$ cat src/rtl/conv_mac_engine.sv
// conv_mac_engine: sequential KxK window engine -- MAC convolution (optional ReLU) or max-pool,
// one tap per cycle over a latched operand window, saturated signed result.
module conv_mac_engine #(
   parameter int N = 8,
   parameter int K = 3,
   parameter int SHIFT = 0
) (
   input  logic             clock,
   input  logic             reset,
   input  logic             start,
   input  logic [1:0]       mode,
   input  logic [K*K*N-1:0] pix_in,
   input  logic [K*K*N-1:0] fil_in,
   output logic             busy,
   output logic             done,
   output logic             err,
   output logic [N-1:0]     result
);
   localparam int T = K * K;
   localparam int ACCW = 2 * N + $clog2(T);
   localparam int IW = (T > 1) ? $clog2(T) : 1;
   localparam logic signed [ACCW-1:0] MAXV = {{(ACCW-N+1){1'b0}}, {(N-1){1'b1}}};
   localparam logic signed [ACCW-1:0] MINV = {{(ACCW-N+1){1'b1}}, {(N-1){1'b0}}};
   typedef enum logic [1:0] {IDLE, RUN, DONE} state_t;
   state_t state, state_n;
   logic [T*N-1:0] pix_q, fil_q;
   logic [1:0] mode_q;
   logic [IW-1:0] idx;
   logic signed [ACCW-1:0] acc, acc_next, ext_p, ext_prod, sh;
   logic signed [N-1:0] p, f, sat, res_n, result_q;
   logic signed [2*N-1:0] prod;
   logic last, accept;
   assign p = pix_q[idx*N +: N];
   assign f = fil_q[idx*N +: N];
   assign prod = p * f;
   assign ext_p = ACCW'(p);
   assign ext_prod = ACCW'(prod);
   assign last = idx == IW'(T - 1);
   assign accept = state == IDLE && start;
   assign result = result_q;
   // Max-pool seeds the running maximum with tap 0 instead of the cleared accumulator.
   always_comb begin
      acc_next = mode_q == 2'b10 ? ((idx == '0 || ext_p > acc) ? ext_p : acc) : acc + ext_prod;
      sh = acc_next >>> SHIFT;
      sat = sh > MAXV ? MAXV[N-1:0] : sh < MINV ? MINV[N-1:0] : sh[N-1:0];
      res_n = mode_q == 2'b11 ? '0 : mode_q == 2'b10 ? acc_next[N-1:0] : (mode_q == 2'b01 && sat[N-1]) ? '0 : sat;
   end
   always_ff @(posedge clock) begin
      if (reset) state <= IDLE;
      else state <= state_n;
   end
   always_comb begin
      state_n = state == IDLE ? (start ? RUN : IDLE) : state == RUN ? (last ? DONE : RUN) : IDLE;
   end
   always_comb begin
      busy = state != IDLE;
      done = state == DONE;
      err = state == DONE && mode_q == 2'b11;
   end
   always_ff @(posedge clock) begin
      if (reset) begin
         pix_q <= '0;
         fil_q <= '0;
         mode_q <= '0;
         acc <= '0;
         idx <= '0;
         result_q <= '0;
      end else if (accept) begin
         pix_q <= pix_in;
         fil_q <= fil_in;
         mode_q <= mode;
         acc <= '0;
         idx <= '0;
      end else if (state == RUN) begin
         acc <= acc_next;
         idx <= last ? idx : idx + 1'b1;
         if (last) result_q <= res_n;
      end
   end
endmodule

$ cat config.mk
export PLATFORM = sky130hd
export DESIGN_NAME = conv_mac_engine
export DESIGN_NICKNAME = d
export VERILOG_FILES = /design/src/rtl/conv_mac_engine.sv
export SDC_FILE = /design/constraint.sdc
export NUM_CORES = 1
export LEC_CHECK = 0
export BUFFER_PORTS_ARGS = -buffer_cell sky130_fd_sc_hd__buf_2
export CORE_ASPECT_RATIO = 0.9
export CORE_MARGIN = 5
export CORE_UTILIZATION = 40
export DETAILED_ROUTE_END_ITERATION = 12
export PLACE_DENSITY = 0.61
export SLEW_MARGIN = 20
export SYNTH_ARGS = -nofsm -noshare
export SYNTH_HDL_FRONTEND = slang
export SYNTH_SLANG_ARGS = --single-unit
$ cat constraint.sdc
create_clock -name clock -period 10.7 [get_ports clock]
set_input_delay 1.07 -clock clock [delete_from_list [all_inputs] [get_ports clock]]
set_output_delay 1.07 -clock clock [all_outputs]
set_load 0.02 [all_outputs]
==> impl_results.html <==
<table>
<tr><th>Metric</th><th>Value</th></tr>
<tr><th colspan="2">Outcome</th></tr>
<tr><td>Status</td><td>finished, final reports clean</td></tr>
<tr><th colspan="2">STA</th></tr>
<tr><td>Slew HR</td><td>0.273</td></tr>
<tr><td>Crit share post-route</td><td>0.858</td></tr>
<tr><td>Setup repair after global routing missed its margin</td><td>no</td></tr>
<tr><td>Final Slew Violations</td><td>0</td></tr>
<tr><td>Final count of negative-setup-slack endpoints</td><td>0</td></tr>
<tr><td>Post-route clock skew</td><td>0.00867 ns</td></tr>
<tr><td>Total Neg Setup Slack</td><td>0 ns</td></tr>
<tr><td>Peak clock frequency supported by timing</td><td>109 MHz</td></tr>
<tr><td>Hold violation count in the final report</td><td>0</td></tr>
<tr><td>Worst Tran Pin Value</td><td>1.09 ns</td></tr>
<tr><td>Final critical-path required period</td><td>9.18 ns</td></tr>
<tr><th colspan="2">Drt</th></tr>
<tr><td>Total via count after detailed routing</td><td>10.5k</td></tr>
<tr><td>WL per Instance</td><td>17.0 um</td></tr>
<tr><td>First DRT Iteration DRCs</td><td>899</td></tr>
<tr><td>ANT nets after route</td><td>0</td></tr>
<tr><td>Total DRC errors in the routed layout</td><td>0</td></tr>
<tr><td>Via density per instance</td><td>5.25</td></tr>
<tr><td>1st-pass router iterations</td><td>5</td></tr>
<tr><td>WL final</td><td>34.0 mm</td></tr>
<tr><th colspan="2">Floorplan</th></tr>
<tr><td>Initial Util</td><td>0.408</td></tr>
<tr><td>Number of primary I/O pins</td><td>160</td></tr>
<tr><td>Overall die width</td><td>194 um</td></tr>
<tr><td>Floorplan die area</td><td>34,200 sq um</td></tr>
<tr><td>Standard-cell rows</td><td>60</td></tr>
<tr><td>Y dimension of the die</td><td>176 um</td></tr>
<tr><td>Area of the core region</td><td>30,000 sq um</td></tr>
<tr><th colspan="2">CTS</th></tr>
<tr><td>Number of clock buffers inserted by TritonCTS</td><td>17</td></tr>
<tr><td>Number of sinks handled by clock tree synthesis</td><td>180</td></tr>
<tr><td>Clock root buffer</td><td>sky130_fd_sc_hd__clkbuf_16</td></tr>
<tr><td>Hold-fix buffers at CTS</td><td>0</td></tr>
<tr><td>Clock-pin slew reported for the worst setup and hold paths after clock tree synthesis</td><td>0.07 ns</td></tr>
<tr><td>Deepest level of the CTS H-tree</td><td>4</td></tr>
<tr><td>Clock tree from TritonCTS</td><td>yes</td></tr>
<tr><td>Clock Latency Late Sink</td><td>0.44 ns</td></tr>
<tr><td>Number of buffers added for setup after CTS</td><td>0</td></tr>
<tr><td>Count of instances resized after the clock tree is built</td><td>0</td></tr>
<tr><td>Deepest clock path buffer count</td><td>2</td></tr>
<tr><th colspan="2">Setup path</th></tr>
<tr><td>Maximum net fanout on the critical path</td><td>40</td></tr>
<tr><td>Required @ worst endpoint</td><td>11.08 ns</td></tr>
<tr><td>Depth of the worst register-to-register path</td><td>22</td></tr>
<tr><td>Data arrival at the endpoint of the critical path</td><td>9.55 ns</td></tr>
<tr><td>Setup crit start kind</td><td>flip-flop</td></tr>
<tr><td>WS Path Type</td><td>reg2reg</td></tr>
<tr><td>Kind of capture point of the worst setup path</td><td>flip-flop</td></tr>
<tr><th colspan="2">Placed design</th></tr>
<tr><td>Instance area after placement</td><td>13,300 sq um</td></tr>
<tr><td>Detailed Place HPWL</td><td>25.9 mm</td></tr>
<tr><td>Count of input and output buffers</td><td>159</td></tr>
<tr><td>Final weighted congestion of routability-driven global placement</td><td>0.885</td></tr>
<tr><th colspan="2">Power</th></tr>
<tr><td>Part of the power in registers</td><td>0.387</td></tr>
<tr><td>Power spent charging and discharging nets</td><td>0.627 mW</td></tr>
<tr><td>Fraction of power consumed by the clock network</td><td>0.350</td></tr>
<tr><td>Switching portion of total power</td><td>0.326</td></tr>
<tr><td>Power per standard cell area</td><td>138 nW/um^2</td></tr>
<tr><td>Share of total power in combinational logic</td><td>0.263</td></tr>
<tr><td>Static leakage power</td><td>6.13 nW</td></tr>
<tr><td>Internal power</td><td>1.29 mW</td></tr>
<tr><td>VDD IR max</td><td>0.000116 V</td></tr>
<tr><th colspan="2">Global route</th></tr>
<tr><td>Overall fraction of global-route tracks in use</td><td>0.199</td></tr>
<tr><td>Antenna violations before repair</td><td>0</td></tr>
<tr><td>Maximum number of pins on one net before global-route repair</td><td>89</td></tr>
<tr><td>Vias in the first global route</td><td>10.6k</td></tr>
<tr><td>First-pass GRT wire length</td><td>55.2 mm</td></tr>
<tr><td>Remaining Overflow, GRT</td><td>0</td></tr>
<tr><th colspan="2">Logic synthesis</th></tr>
<tr><td>Synth top area cells</td><td>sky130_fd_sc_hd__dfxtp_1 (29%), sky130_fd_sc_hd__fa_1 (14%), sky130_fd_sc_hd__nand2_1 (11%), sky130_fd_sc_hd__a21oi_1 (7.2%), sky130_fd_sc_hd__ha_1 (7.0%)</td></tr>
<tr><td>Number of different library cells in the post-synthesis netlist</td><td>71</td></tr>
<tr><td>Fraction of post-synthesis cell area in the top cell type by area</td><td>0.294</td></tr>
<tr><td>Post-synth design cell area</td><td>12,200 sq um</td></tr>
<tr><td>Share of the yosys chip area belonging to registers</td><td>0.294</td></tr>
<tr><td>Commonest cells in the synthesized netlist</td><td>sky130_fd_sc_hd__nand2_1 (372), sky130_fd_sc_hd__dfxtp_1 (180), sky130_fd_sc_hd__a21oi_1 (176), sky130_fd_sc_hd__inv_1 (134), sky130_fd_sc_hd__fa_1 (88)</td></tr>
<tr><td>Synthesized area per cell</td><td>8.26 sq um</td></tr>
<tr><td>Proportion of register bits with asynchronous set or reset after synthesis</td><td>0</td></tr>
<tr><td>Cell type contributing the most total cell area after synthesis</td><td>sky130_fd_sc_hd__dfxtp_1</td></tr>
<tr><td>Yosys Warn Count</td><td>0</td></tr>
<tr><td>Total nets after synthesis</td><td>1,786</td></tr>
<tr><td>Post-synthesis instance total</td><td>1,481</td></tr>
<tr><td>Prevailing post-synth register cell</td><td>sky130_fd_sc_hd__dfxtp_1</td></tr>
<tr><td>Most frequent cell after synthesis</td><td>sky130_fd_sc_hd__nand2_1</td></tr>
<tr><td>Number of enable flip-flop cells after synthesis</td><td>0</td></tr>
<tr><td>#FFs+latches synth</td><td>180</td></tr>
<tr><th colspan="2">Finish</th></tr>
<tr><td>Fraction of final layout cells with drive strength greater than 1</td><td>0.160</td></tr>
<tr><td>Design Area, Final</td><td>13,900 sq um</td></tr>
<tr><td>Number of fill cells in the layout</td><td>2,986</td></tr>
<tr><td>Number of inserted diodes</td><td>0</td></tr>
<tr><td>Net count reported at finish</td><td>1,889</td></tr>
<tr><td>Area growth from synthesis to layout</td><td>13.9%</td></tr>
<tr><th colspan="2">Flow run</th></tr>
<tr><td>Max-cap viol count</td><td>0</td></tr>
<tr><th colspan="2">Worst hold path</th></tr>
<tr><td>Path class of the lowest-slack min-delay path</td><td>reg2reg</td></tr>
<tr><td>WHS Path Cells</td><td>2</td></tr>
</table>
-- critical path: stages (launching register included) --
cell	delay, ns
sky130_fd_sc_hd__dfxtp_4	0.79
sky130_fd_sc_hd__mux4_2	0.59
sky130_fd_sc_hd__mux2i_1	0.19
sky130_fd_sc_hd__a2bb2oi_1	0.60
sky130_fd_sc_hd__inv_1	0.54
sky130_fd_sc_hd__and2_1	0.53
sky130_fd_sc_hd__inv_1	0.17
sky130_fd_sc_hd__fa_1	0.42
sky130_fd_sc_hd__inv_1	0.08
sky130_fd_sc_hd__fa_1	0.43
sky130_fd_sc_hd__fa_1	0.47
sky130_fd_sc_hd__fa_1	0.59
sky130_fd_sc_hd__fa_1	0.43
sky130_fd_sc_hd__ha_1	0.25
sky130_fd_sc_hd__o31ai_1	0.54
sky130_fd_sc_hd__a2111oi_0	0.25
sky130_fd_sc_hd__a2111oi_0	0.43
sky130_fd_sc_hd__a311oi_1	0.16
sky130_fd_sc_hd__nor4_2	0.56
sky130_fd_sc_hd__nand2_1	0.13
sky130_fd_sc_hd__o31ai_2	0.55
sky130_fd_sc_hd__a211o_1	0.21
sky130_fd_sc_hd__a32o_1	0.16
-- through the flow --
stage          instances  hold WS [ns]   util  total power [mW]  setup WS [ns]
3_3_place_gp        1968         0.438  0.443              1.25           1.74
6_report            2000         0.454  0.464              1.92           1.52
3_5_place_dp        1968         0.447  0.443              1.26           1.46
5_1_grt             2000         0.473  0.464              2.04          0.778
4_1_cts             2000         0.456  0.464              1.93           1.47
2_1_floorplan       1481         0.433      -              1.11           2.54
-- power groups by stage --
stage          registers [mW]  clock network [mW]  logic [mW]
6_report                0.744               0.673       0.505
5_1_grt                 0.749               0.716       0.570
4_1_cts                 0.744               0.684       0.504
3_5_place_dp            0.759                   0       0.500
3_3_place_gp            0.759                   0       0.494
2_1_floorplan           0.741                   0       0.374
-- final timing paths --
| kind | from | endpoint | slack (ns) |
|---|---|---|---|
| setup / recovery | idx[0] | result[0] | 1.52 |
| hold / removal | pix_q[47] | pix_q[47] | 0.45 |
| setup reg to reg | idx[0] | result[0] | 1.52 |
| hold reg to reg | pix_q[47] | pix_q[47] | 0.45 |
-- layout make-up --
class | count | area [sq um] | share of cell area
Clock buffer | 18 | 439 | 0.0315
Sequential cell | 180 | 3610 | 0.259
Tap cell | 403 | 504 | 0.0362
Clock inverter | 14 | 190 | 0.0136
Timing Repair Buffer | 173 | 903 | 0.0648
Inverter | 134 | 503 | 0.0361
Multi-Input combinational cell | 1078 | 7790 | 0.559
-- logic make-up after synthesis --
family                   count (synthesis)  share of synthesized area
AND/OR/NAND/NOR                        514                      0.177
buffers and inverters                  223                     0.0702
AO/OA/AOI/OAI                          332                      0.165
XOR/XNOR                                20                     0.0143
multiplexers                            56                     0.0656
flip-flops                             180                      0.294
adder cells (fa/ha/maj)                156                      0.213
-- registers in the layout (all words and copies together), names as in the netlist --
register  count
mode_q        2
acc          20
result        8
fil_q        72
state         2
idx           4
pix_q        72
-- routing by layer --
metal,vias up,track usage,wire length (um)
met1,5037,0.284,16200
met5,-,0,0
met2,276,0.315,15500
li1,5156,-,-
met4,0,0.0477,444
met3,32,0.0384,1840
-- cells in the final DEF, fill, tap and decap left out, types with 7 or more instances in the layout --
| cell | n |
|---|---|
| sky130_fd_sc_hd__nand2_1 | 371 |
| sky130_fd_sc_hd__dfxtp_1 | 178 |
| sky130_fd_sc_hd__a21oi_1 | 176 |
| sky130_fd_sc_hd__buf_2 | 158 |
| sky130_fd_sc_hd__inv_1 | 134 |
| sky130_fd_sc_hd__fa_1 | 88 |
| sky130_fd_sc_hd__ha_1 | 68 |
| sky130_fd_sc_hd__nor2_1 | 58 |
| sky130_fd_sc_hd__o21ai_0 | 30 |
| sky130_fd_sc_hd__mux2i_1 | 24 |
| sky130_fd_sc_hd__o22ai_1 | 18 |
| sky130_fd_sc_hd__mux4_2 | 18 |
| sky130_fd_sc_hd__a211oi_1 | 17 |
| sky130_fd_sc_hd__clkbuf_16 | 17 |
| sky130_fd_sc_hd__buf_4 | 15 |
| sky130_fd_sc_hd__mux2_2 | 14 |
| sky130_fd_sc_hd__nor2b_1 | 14 |
| sky130_fd_sc_hd__a22oi_1 | 14 |
| sky130_fd_sc_hd__and2_1 | 12 |
| sky130_fd_sc_hd__xnor2_1 | 12 |
| sky130_fd_sc_hd__o21ai_1 | 10 |
| sky130_fd_sc_hd__nand4_1 | 9 |
| sky130_fd_sc_hd__nor3_1 | 9 |
| sky130_fd_sc_hd__nand2b_1 | 8 |
| sky130_fd_sc_hd__xor2_1 | 8 |
| sky130_fd_sc_hd__nand3_1 | 7 |
| sky130_fd_sc_hd__a211o_1 | 7 |
No activity file was read; power rests on OpenSTA's default activity.
